==> config.mk <==
export PLATFORM = sky130hd
export DESIGN_NAME = packet_rr_arbiter_2to1
export DESIGN_NICKNAME = d
export VERILOG_FILES = /design/src/rtl/packet_rr_arbiter_2to1.sv
export SDC_FILE = /design/constraint.sdc
export NUM_CORES = 1
export LEC_CHECK = 0
export BUFFER_PORTS_ARGS = -buffer_cell sky130_fd_sc_hd__buf_4
export CORE_MARGIN = 2
export CORE_UTILIZATION = 42
export CTS_CLUSTER_DIAMETER = 120
export DETAILED_ROUTE_END_ITERATION = 8
export HOLD_SLACK_MARGIN = 0.12
export PLACE_DENSITY_LB_ADDON = 0.3
export SETUP_SLACK_MARGIN = 0.05
export SKIP_CTS_REPAIR_TIMING = 1
export SLEW_MARGIN = 15
export SYNTH_ARGS = -nofsm -noshare
export SYNTH_HDL_FRONTEND = slang
export SYNTH_SLANG_ARGS = --single-unit
==> constraint.sdc <==
create_clock -name clock_clk -period 1.6 [get_ports clock_clk]
set_input_delay 0.08 -clock clock_clk [delete_from_list [all_inputs] [get_ports clock_clk]]
set_output_delay 0.08 -clock clock_clk [all_outputs]
set_load 0.005 [all_outputs]
==> src/rtl/packet_rr_arbiter_2to1.sv <==
// Two-input Avalon-ST packet arbiter: round-robin grant locked from sop to eop, registered output.
// Optional macro PKT_ARB_CHANNEL_EN adds aso_out0_channel carrying the source index.
module packet_rr_arbiter_2to1 #(
  parameter int DATA_W = 17
) (
  input  logic              clock_clk,
  input  logic              reset_reset,
  input  logic [DATA_W-1:0] asi_in0_data,
  input  logic              asi_in0_valid,
  input  logic              asi_in0_startofpacket,
  input  logic              asi_in0_endofpacket,
  output logic              asi_in0_ready,
  input  logic [DATA_W-1:0] asi_in1_data,
  input  logic              asi_in1_valid,
  input  logic              asi_in1_startofpacket,
  input  logic              asi_in1_endofpacket,
  output logic              asi_in1_ready,
  output logic [DATA_W-1:0] aso_out0_data,
  output logic              aso_out0_valid,
  output logic              aso_out0_startofpacket,
  output logic              aso_out0_endofpacket,
  input  logic              aso_out0_ready,
  output logic              aso_out0_empty,
`ifdef PKT_ARB_CHANNEL_EN
  output logic [0:0]        aso_out0_channel,
`endif
  output logic [7:0]        drop_count
);

  typedef enum logic {IDLE = 1'b0, LOCKED = 1'b1} state_t;

  state_t            state_r, state_s;
  logic              grant_r, grant_s;
  logic              last_grant_r, last_grant_s;
  logic [1:0]        req_s, orphan_s, ready_s;
  logic              win_s, out_free_s, load_s;
  logic [DATA_W-1:0] sel_data_s;
  logic              sel_valid_s, sel_sop_s, sel_eop_s;
  logic [8:0]        drop_sum_s;
  logic [7:0]        drop_next_s;

  assign req_s       = {asi_in1_valid & asi_in1_startofpacket, asi_in0_valid & asi_in0_startofpacket};
  assign orphan_s    = {asi_in1_valid & ~asi_in1_startofpacket, asi_in0_valid & ~asi_in0_startofpacket};
  assign out_free_s  = ~aso_out0_valid | aso_out0_ready;
  assign sel_data_s  = grant_r ? asi_in1_data : asi_in0_data;
  assign sel_valid_s = grant_r ? asi_in1_valid : asi_in0_valid;
  assign sel_sop_s   = grant_r ? asi_in1_startofpacket : asi_in0_startofpacket;
  assign sel_eop_s   = grant_r ? asi_in1_endofpacket : asi_in0_endofpacket;

  // Ready has zero latency so it stays combinational; held low while in reset.
  assign asi_in0_ready  = ready_s[0] & ~reset_reset;
  assign asi_in1_ready  = ready_s[1] & ~reset_reset;
  assign aso_out0_empty = 1'b0;

  // Round-robin winner: the input after last_grant has priority.
  always_comb begin
    win_s = 1'b0;
    if (last_grant_r == 1'b1) begin
      win_s = req_s[0] ? 1'b0 : 1'b1;
    end else begin
      win_s = req_s[1] ? 1'b1 : 1'b0;
    end
  end

  // Next-state, grant lock, handshake and orphan-drop decode.
  always_comb begin
    state_s      = state_r;
    grant_s      = grant_r;
    last_grant_s = last_grant_r;
    ready_s      = 2'b00;
    load_s       = 1'b0;
    drop_sum_s   = {1'b0, drop_count};
    case (state_r)
      IDLE: begin
        ready_s    = orphan_s;
        drop_sum_s = {1'b0, drop_count} + {8'd0, orphan_s[0]} + {8'd0, orphan_s[1]};
        if (req_s != 2'b00) begin
          grant_s = win_s;
          state_s = LOCKED;
        end else begin
          state_s = IDLE;
        end
      end
      LOCKED: begin
        if (grant_r == 1'b0) begin
          ready_s = {1'b0, out_free_s};
        end else begin
          ready_s = {out_free_s, 1'b0};
        end
        load_s = sel_valid_s & out_free_s;
        if (load_s && sel_eop_s) begin
          state_s      = IDLE;
          last_grant_s = grant_r;
        end else begin
          state_s = LOCKED;
        end
      end
      default: begin
        state_s = IDLE;
      end
    endcase
  end

  // Saturate the drop counter at 255.
  always_comb begin
    if (drop_sum_s > 9'd255) begin
      drop_next_s = 8'd255;
    end else begin
      drop_next_s = drop_sum_s[7:0];
    end
  end

  // Control state and registered output stage.
  always_ff @(posedge clock_clk) begin
    if (reset_reset) begin
      state_r                <= IDLE;
      grant_r                <= 1'b0;
      last_grant_r           <= 1'b1;
      aso_out0_data          <= '0;
      aso_out0_valid         <= 1'b0;
      aso_out0_startofpacket <= 1'b0;
      aso_out0_endofpacket   <= 1'b0;
      drop_count             <= 8'd0;
    end else begin
      state_r      <= state_s;
      grant_r      <= grant_s;
      last_grant_r <= last_grant_s;
      drop_count   <= drop_next_s;
      if (load_s) begin
        aso_out0_data          <= sel_data_s;
        aso_out0_valid         <= 1'b1;
        aso_out0_startofpacket <= sel_sop_s;
        aso_out0_endofpacket   <= sel_eop_s;
      end else if (aso_out0_valid && aso_out0_ready) begin
        aso_out0_valid         <= 1'b0;
        aso_out0_startofpacket <= 1'b0;
        aso_out0_endofpacket   <= 1'b0;
      end
    end
  end

`ifdef PKT_ARB_CHANNEL_EN
  // Channel travels with the data word it describes.
  always_ff @(posedge clock_clk) begin
    if (reset_reset) begin
      aso_out0_channel <= 1'b0;
    end else if (load_s) begin
      aso_out0_channel <= grant_r;
    end
  end
`endif

endmodule

==> flow_summary.yaml, run 1 <==
yosys:
  syn_area_mm2: 0.00167
  yosysWarnings: 0
  synth.avg_cell_area_um2: 9.85
  synthCells: 169
  synth_top_area_share_pct: 37.3
  yosysSeqAreaShare_pct: 37.3
  synth.net_count: 214
  async_reset_ff_share_pct: 0
  synth_cell_type_count: 41
  synth_top_cells_by_area: "dfxtp_1 (37%), mux2i_1 (12%), a31oi_1 (8.6%)"
  ys_seq_elements: 31
  synth-edff-count: 0
  synth_top_cell_by_area: "dfxtp_1"
  synthFlopType: "dfxtp_1"
timing:
  maxSlewViolCount: 0
  period_needed_ns: 1.56
  fin_crit_sh_pct: 97.5
  hold_slack_ns: 0.129
  finClkSkew_ns: 0.00342
  finalSetupViolCount: 0
  final_hold_viol_count: 0
  max_freq_mhz: 641
  finalSetupTns_ns: 0
  rsz0062_at_grt: "yes"
clocking:
  cts_made_buffers: 5
  cts.clk_slew.worst_paths_ns: 0.06
  htree_num_levels: 2
  cts_root_buf: "clkbuf_8"
  cts_tree: "yes"
  clock_latency_ns: 0.27
  cts_buffer_depth: 2
  cts_num_sinks: 31
routing:
  vias_per_cell: 5.59
  route.detailed.drc: 0
  drtPass1Iterations: 4
  drt-initial-drc-count: 106
  wl_um: 4300
  routedWlPerCell_um: 14.5
  via_count: 1660
  ant_nets: 0
final_layout:
  final_util_pct: 64.8
  synthToLayoutAreaGrowth_pct: 45.8
  drive_gt1_share_pct: 45.8
  final_cell_area_mm2: 0.00243
  nNetsFinal: 293
  antenna_cells: 0
critical_path:
  cp-end-kind: "flop"
  cp.required_ns: 1.80
  crit_slowest_cell: "fa_2"
  r2r_slack_ns: 0.04
  cp_cell_sequence: "fa_2 > ha_4 > and4b_2 > and4b_1 > a211oi_2"
  reg2reg_from: "drop_count[0]$_SDFF_PP0_"
  cp_slowest_stage_delay_ns: 0.39
  worstReg2RegEnd: "drop_count[6]$_SDFF_PP0_"
  r2r_cells: 5
  path_class: "flop to flop"
  worstPathArrival_ns: 1.76
  cp-start-kind: "flop"
  cp_max_fo: 4
power_and_ir_drop:
  p_sw_share_pct: 25.8
  ir_worst_vdd_uv: 501
  clockPowerShare_pct: 33.2
  power_frac_comb_pct: 23.6
  p_seq_share_pct: 43.2
  p_per_area_mw_per_mm2: 817
  p_sw_w: 0.000513
  internal_power_w: 0.00147
  p_leak_nw: 0.980
floorplan:
  coreArea_mm2: 0.00374
  ios: 74
  row_count: 22
  die-area_mm2: 0.00448
  fp.dieH_um: 67.0
  start_util_pct: 44.5
  dieWidth_um: 67.0
run_status:
  status: "finished clean"
hold_path:
  min_to: "state_r$_SDFF_PP0_"
  min_delay_path_depth: 3
  hold_path.class: "input pin to flop"
  hold_start: "asi_in0_startofpacket"
global_routing:
  grt_pass1_vias: 1597
  grt_pass1_wl_um: 6960
  grt_util_all_layers_pct: 20.0
  grt_max_degree: 34
  grt.overflow.total: 0
  antenna_found_initial: 0
place:
  port_buffers: 72
  postPlaceCellArea_mm2: 0.00227
  post-dp-hpwl_um: 3020
  place.gp.congestion: 0.784
flow_run:
  drv_cap: 0
worst max-delay path: cells and delay by family, from the launching register on:
kind | cells | cell delay, ns
AOI/OAI and AO/OA | 1 | 0.16
adders and majority gates | 2 | 0.57
DFF | 1 | 0.33
and+or+nand+nor | 2 | 0.42
metal layers:
layer,global-route usage [%],up-vias,share of wire (%),wire (um)
met5,0,-,0,0
met4,3.83,0,0.19,8
met3,6.25,2,6.9,295
met2,35.0,49,49,2100
met1,24.1,795,44,1890
li1,-,814,-,-
through the flow:
stage	setup slack (ns)	total power, W	std cells
after floorplan	0.0789	0.00112	169
after global placement	0.00156	0.00132	286
after detailed placement	-0.0269	0.00133	286
after CTS	-0.00240	0.00199	294
after global routing	-0.0114	0.00208	297
final	0.0398	0.00198	297
cell families after synthesis:
family | synth area share, %
buffers and inverters | 6.46
flip-flops | 37.3
adder cells (fa/ha/maj) | 1.95
XOR/XNOR | 1.05
multiplexers | 14.4
other | 0.225
AO/OA/AOI/OAI | 27.0
AND/OR/NAND/NOR | 11.6
final cells by class:
cell class	count	area (um2)
inverter	4	15.0
tap	48	60.1
multi-input combinational	118	963
timing repair buffer	88	667
clock buffer	8	100
fill	327	1320
sequential	31	622
synthesized netlist by cell type, types with 2 or more instances:
master    number
a21oi_1        9
a211oi_2      10
mux2i_1       20
clkbuf_1       6
nand2_1        3
nand3_1        5
buf_4          2
nor2_1         4
nor3b_1        2
nand4_1        2
and3_1         2
inv_1          4
and4b_1        3
o31ai_1        2
dfxtp_1       31
a31oi_1       23
buf_2          5
nor2b_1        3
a211oi_1      10
xnor2_1        2
state kept, by name, indices dropped and copies added, names as in the netlist:
| register | count |
|---|---|
| drop_count | 8 |
| aso_out0_startofpacket | 1 |
| aso_out0_data | 17 |
| aso_out0_endofpacket | 1 |
| grant_r | 1 |
| state_r | 1 |
| last_grant_r | 1 |
| aso_out0_valid | 1 |
power by group through the flow:
| stage | Clock (W) | Combinational [W] | Sequential [W] |
|---|---|---|---|
| after floorplan | 0 | 0.000246 | 0.000872 |
| after global placement | 0 | 0.000450 | 0.000870 |
| after detailed placement | 0 | 0.000458 | 0.000872 |
| after CTS | 0.000679 | 0.000460 | 0.000855 |
| after global routing | 0.000712 | 0.000507 | 0.000864 |
| final | 0.000659 | 0.000468 | 0.000858 |
layout by cell type, fill, tap and decap left out, drive strengths merged, types with 2 or more instances in the layout:
cell type | netlist | routed
a211oi | 20 | 20
a21oi | 9 | 9
a31oi | 23 | 23
and3 | 2 | 2
and4b | 3 | 3
buf | 10 | 87
clkbuf | 6 | 8
dfxtp | 31 | 31
inv | 4 | 4
mux2 | 2 | 2
mux2i | 21 | 21
nand2 | 3 | 3
nand3 | 5 | 5
nand4 | 2 | 2
nor2 | 4 | 4
nor2b | 3 | 3
nor3b | 2 | 2
o31ai | 2 | 2
xnor2 | 2 | 2
worst max-delay path by stage:
stage,cells past startpoint,to,start
floorplan,5,drop_count[6]$_SDFF_PP0_,drop_count[0]$_SDFF_PP0_
global placement,7,drop_count[6]$_SDFF_PP0_,asi_in0_valid
detailed placement,7,drop_count[6]$_SDFF_PP0_,asi_in0_valid
CTS,3,aso_out0_data[7]$_SDFFE_PP0P_,aso_out0_valid$_SDFFE_PP0P_
global route,5,drop_count[5]$_SDFF_PP0_,drop_count[0]$_SDFF_PP0_
finish,5,drop_count[6]$_SDFF_PP0_,drop_count[0]$_SDFF_PP0_
(Power assumes the default switching activity.)
==> run 2: changes to the inputs <==
--- a/config.mk
+++ b/config.mk
@@ -5,6 +5,7 @@
 export SDC_FILE = /design/constraint.sdc
 export NUM_CORES = 1
 export LEC_CHECK = 0
+export ABC_AREA = 1
 export BUFFER_PORTS_ARGS = -buffer_cell sky130_fd_sc_hd__buf_4
 export CORE_MARGIN = 2
 export CORE_UTILIZATION = 42
==> run 2 against run 1 <==
Synthesized cell count increased by 49%. Global-route usage increased by 1.3 points. Setup slack improved by 0.11 ns. Hold slack improved by 0.012 ns. Synthesized area decreased by 3.3%. Die area decreased by 3.1%. Utilization decreased by 0.72 points. Critical path type unchanged.
==> flow_summary.yaml, run 2 <==
clocking:
  cts_num_sinks: 31
  htree_num_levels: 2
  cts.clk_slew.worst_paths_ns: 0.06
  cts_buffer_depth: 2
  clock_latency_ns: 0.28
  cts_tree: "yes"
  cts_root_buf: "clkbuf_8"
  cts_made_buffers: 5
routing:
  drtPass1Iterations: 4
  wl_um: 4240
  vias_per_cell: 4.83
  routedWlPerCell_um: 11.3
  ant_nets: 0
  drt-initial-drc-count: 73
  via_count: 1817
  route.detailed.drc: 0
floorplan:
  start_util_pct: 44.0
  dieWidth_um: 65.9
  coreArea_mm2: 0.00366
  fp.dieH_um: 65.9
  row_count: 22
  die-area_mm2: 0.00435
  ios: 74
critical_path:
  path_class: "flop to flop"
  cp.required_ns: 1.75
  r2r_slack_ns: 0.15
  cp-end-kind: "flop"
  cp-start-kind: "flop"
  cp_max_fo: 5
  worstPathArrival_ns: 1.60
run_status:
  status: "finished clean"
place:
  place.gp.congestion: 0.838
  postPlaceCellArea_mm2: 0.00220
  post-dp-hpwl_um: 3080
  port_buffers: 72
yosys:
  yosys-top-cells-count: "nand2_1 (104), dfxtp_1 (31), nand3_1 (27), a21oi_1 (26), inv_1 (14)"
  synth_cell_type_count: 22
  synth_top_area_share_pct: 38.5
  synth.net_count: 296
  synth_top_cell_by_area: "dfxtp_1"
  synthFlopType: "dfxtp_1"
  synth.avg_cell_area_um2: 6.42
  synth_most_common_cell: "nand2_1"
  synth_top_cells_by_area: "dfxtp_1 (39%), nand2_1 (24%), nand3_1 (8.4%)"
  yosysSeqAreaShare_pct: 38.5
  synthCells: 251
  syn_area_mm2: 0.00161
  ys_seq_elements: 31
  yosysWarnings: 0
  synth-edff-count: 0
  async_reset_ff_share_pct: 0
power_and_ir_drop:
  p_per_area_mw_per_mm2: 778
  p_seq_share_pct: 45.7
  finalPower_w: 0.00183
  p_sw_share_pct: 26.6
  clockPowerShare_pct: 33.4
  p_leak_nw: 1.13
  ir_worst_vdd_uv: 402
  power_frac_comb_pct: 20.9
  internal_power_w: 0.00134
  p_sw_w: 0.000485
global_routing:
  grt.overflow.total: 0
  grt_pass1_wl_um: 7120
  antenna_found_initial: 0
  grt_use_met3_pct: 7.84
  grt_pass1_vias: 1768
  busiest_layer: "met2"
  grt_util_all_layers_pct: 21.3
  global_route.usage.met1_pct: 23.4
  grt_use_met2_pct: 37.1
  grt_max_degree: 29
timing:
  finalSetupViolCount: 0
  max_freq_mhz: 691
  finalSetupTns_ns: 0
  fin_crit_sh_pct: 90.5
  final_hold_viol_count: 0
  maxSlewViolCount: 0
  hold_slack_ns: 0.141
  finClkSkew_ns: 0.00670
  period_needed_ns: 1.45
  rsz0062_at_grt: "no"
final_layout:
  final_util_pct: 64.1
  largest_registers: "aso_out0_data x17, drop_count x8"
  layout_common_cells: "nand2_1 (104), buf_4 (81), dfxtp_1 (29)"
  drive_gt1_share_pct: 29.3
  final_common_cell: "nand2_1"
  top_register: "aso_out0_data"
  antenna_cells: 0
  nFillCells: 358
  synthToLayoutAreaGrowth_pct: 45.8
  final_cell_area_mm2: 0.00235
  largest_reg_flops: 17
  nNetsFinal: 373
hold_path:
  hold_path.class: "input pin to flop"
flow_run:
  drv_cap: 0
-- run 2: cell count changes in the layout (fill, tap and decap cells not counted), sizes merged, moves of 10 or more --
cell,delta
nand3,+22
a211oi,-20
nand2,+101
mux2i,-21
inv,+10
a31oi,-20
a21oi,+18
-- run 2: worst max-delay path, stage by stage, from the launching register on --
cell and delay, ns:
dfxtp_2 0.33, fa_2 0.39, ha_2 0.20, inv_1 0.07
nor2_1 0.06, nand3_2 0.10, buf_12 0.12, a31oi_1 0.06
-- run 2: kinds of logic (layout without fill, tap and decap cells) --
family	after synthesis	count (layout)	synth area share [%]
other	1	1	0.233
xor gates and xnor gates	1	1	0.544
and+or+nand+nor	151	151	38.3
buffers and inverters	29	106	8.08
DFF	31	31	38.5
AOI/OAI and AO/OA	36	36	12.3
adders and majority gates	2	2	2.02
-- run 2: power groups by stage --
stage | clock (W) | sequential, W | combinational [W]
final | 0.000609 | 0.000836 | 0.000382
after global routing | 0.000664 | 0.000841 | 0.000428
after CTS | 0.000625 | 0.000834 | 0.000380
after detailed placement | 0 | 0.000851 | 0.000377
after global placement | 0 | 0.000849 | 0.000371
after floorplan | 0 | 0.000851 | 0.000188
-- run 2: worst paths after layout --
path,from,depth (start not counted),end
setup / recovery,drop_count[0]$_SDFF_PP0_,7,drop_count[0]$_SDFF_PP0_
setup reg to reg,drop_count[0]$_SDFF_PP0_,7,drop_count[0]$_SDFF_PP0_
hold reg to reg,aso_out0_data[6]$_SDFFE_PP0P_,2,aso_out0_data[6]$_SDFFE_PP0P_
hold / removal,aso_out0_ready,4,aso_out0_endofpacket$_SDFFE_PP0P_
-- run 2: final cells by class --
class | count | area [um2] | area share [%]
Multi-Input combinational cell | 191 | 872 | 37.2
Tap cell | 48 | 60.1 | 2.56
Timing Repair Buffer | 84 | 648 | 27.6
Sequential cell | 31 | 623 | 26.5
Clock buffer | 6 | 82.6 | 3.52
Clock inverter | 1 | 5.00 | 0.213
Inverter | 15 | 56.3 | 2.40
-- run 2: routing by layer --
layer  vias to the layer above  share of wire [%]  wire length, um
met1                       784                 43             1830
met5                         -                  0                0
met4                         0                1.8               76
met3                        11                7.7              326
li1                        961                  -                -
met2                        61                 47             2000
-- run 2: stage by stage --
stage	setup WS, ns	std cells
final	0.152	376
after global routing	0.0757	376
after CTS	-0.0567	373
after detailed placement	-0.0520	366
after global placement	0.0226	366
after floorplan	0.0887	251
==> run 3: changes to the inputs <==
==> constraint.sdc (replaced) <==
create_clock -name clock_clk -period 1.3 [get_ports clock_clk]
set_input_delay 0.065 -clock clock_clk [delete_from_list [all_inputs] [get_ports clock_clk]]
set_output_delay 0.065 -clock clock_clk [all_outputs]
set_load 0.005 [all_outputs]
==> run 3 against run 2 <==
The flow now finishes with violations (setup timing). Clock power up 16%. Die area unchanged. Total power up 22%. Count of clock-buffer cells in the layout up 1. Register-to-register slack worse by 0.22 ns. Final cell count up 1.6%. Non-clock buffer count up 5. Wire length down 0.54%. Largest power group unchanged.
==> flow_summary.yaml, run 3 (synthesis results as in run 2) <==
run_status:
  status: "complete, but fails checks"
  failed_checks: "setup timing"
timing:
  period_needed_ns: 1.37
  maxSlewViolCount: 0
  max_freq_mhz: 731
  finalSetupViolCount: 8
  rsz0062_at_grt: "yes"
  fin_ws_ns: -0.0682
  fin_crit_sh_pct: 105
  final_hold_viol_count: 0
  finClkSkew_ns: 0.00484
global_routing:
  grt_util_all_layers_pct: 21.3
  grt_max_degree: 29
  grt.overflow.total: 0
  grt_pass1_wl_um: 7220
  antenna_found_initial: 0
  grt_pass1_vias: 1703
power_and_ir_drop:
  ir_worst_vdd_uv: 650
  p_sw_w: 0.000604
  power_frac_comb_pct: 22.4
  p_leak_nw: 1.16
  p_seq_share_pct: 46.1
  clockPowerShare_pct: 31.5
  p_sw_share_pct: 27.0
  internal_power_w: 0.00163
  p_per_area_mw_per_mm2: 927
clocking:
  cts_buffer_depth: 2
  cts.clk_slew.worst_paths_ns: 0.06
  cts_made_buffers: 5
  clock_latency_ns: 0.28
  htree_num_levels: 2
  cts_tree: "yes"
  cts_num_sinks: 31
  cts_root_buf: "clkbuf_8"
routing:
  wl_um: 4210
  drt-initial-drc-count: 106
  via_count: 1850
  drtPass1Iterations: 4
  ant_nets: 0
  vias_per_cell: 4.84
  routedWlPerCell_um: 11.0
  route.detailed.drc: 0
final_layout:
  antenna_cells: 0
  final_common_cell: "nand2_1"
  largest_registers: "aso_out0_data x17, drop_count x8"
  nNetsFinal: 378
  layout_common_cells: "nand2_1 (102), buf_4 (86), dfxtp_1 (28)"
  drive_gt1_share_pct: 33.2
  multi_input_area_um2: 902
  top_register: "aso_out0_data"
  final_util_pct: 65.9
  regArea_um2: 624
  nFillCells: 344
  largest_reg_flops: 17
  synthToLayoutAreaGrowth_pct: 49.8
floorplan:
  ios: 74
  die-area_mm2: 0.00435
  start_util_pct: 44.0
  row_count: 22
  fp.dieH_um: 65.9
  dieWidth_um: 65.9
  coreArea_mm2: 0.00366
critical_path:
  cp-end-kind: "flop"
  worstPathArrival_ns: 1.52
  cp.required_ns: 1.46
  r2r_slack_ns: -0.07
  cp-start-kind: "flop"
  path_class: "flop to flop"
  cp_max_fo: 4
place:
  post-dp-hpwl_um: 3090
  port_buffers: 72
  dp_worst_setup_slack_ns: -0.155
  place.gp.congestion: 0.855
flow_run:
  drv_cap: 0
hold_path:
  hold_path.class: "input pin to flop"
[run 3: cell types whose count changed in the layout (fill, tap and decap cells not counted), sizes merged]
cell / delta
buf: +7
dlygate4sd3: -2
clkbuf: +1
clkinv: -1
inv: +1
[run 3: per-layer routing]
metal | vias to the layer above | wire length [um] | global-route usage [%]
met5 | - | 0 | 0
met4 | 0 | 30 | 6.51
met3 | 3 | 319 | 6.98
met2 | 61 | 1970 | 34.2
met1 | 817 | 1900 | 27.0
li1 | 969 | - | -
[run 3: cell type report]
| cell class | instances | area share [%] |
|---|---|---|
| repair buffers | 89 | 28.5 |
| well taps | 48 | 2.49 |
| clock buffers | 7 | 3.16 |
| inverters | 15 | 2.33 |
| multi-input cells | 191 | 37.4 |
| clock inverters | 1 | 0.207 |
| flip-flops and latches | 31 | 25.9 |
[run 3: critical path, cell delays in order, from the launching register on]
cell and delay (ns):
dfxtp_2 0.33, fa_2 0.37, ha_4 0.18, inv_2 0.05, nor2_2 0.03, nand3_2 0.10, buf_6 0.12, a31oi_1 0.06
[run 3: metrics by stage]
step	setup TNS [ns]	hold WS (ns)	total power [W]	instance area, um2	std cells
after floorplan	0	0.228	0.00129	1630	251
after global placement	-0.326	0.407	0.00154	2290	372
after detailed placement	-0.443	0.408	0.00154	2290	372
after CTS	-0.373	0.110	0.00226	2370	380
after global routing	-1.17	0.123	0.00238	2410	382
final	-0.268	0.113	0.00224	2410	382
[run 3: final timing paths]
| check | endpoint | cells past startpoint | startpoint |
|---|---|---|---|
| hold / removal | last_grant_r$_SDFFE_PP1P_ | 3 | reset_reset |
| setup / recovery | drop_count[0]$_SDFF_PP0_ | 7 | drop_count[0]$_SDFF_PP0_ |
| setup reg to reg | drop_count[0]$_SDFF_PP0_ | 7 | drop_count[0]$_SDFF_PP0_ |
| hold reg to reg | aso_out0_data[6]$_SDFFE_PP0P_ | 2 | aso_out0_data[6]$_SDFFE_PP0P_ |
[run 3: power groups by stage]
stage               Sequential [W]  Combinational, W  Clock, W
global placement           0.00105          0.000488         0
floorplan                  0.00105          0.000237         0
global route               0.00104          0.000560  0.000784
detailed placement         0.00105          0.000493         0
CTS                        0.00103          0.000494  0.000737
finish                     0.00103          0.000500  0.000706
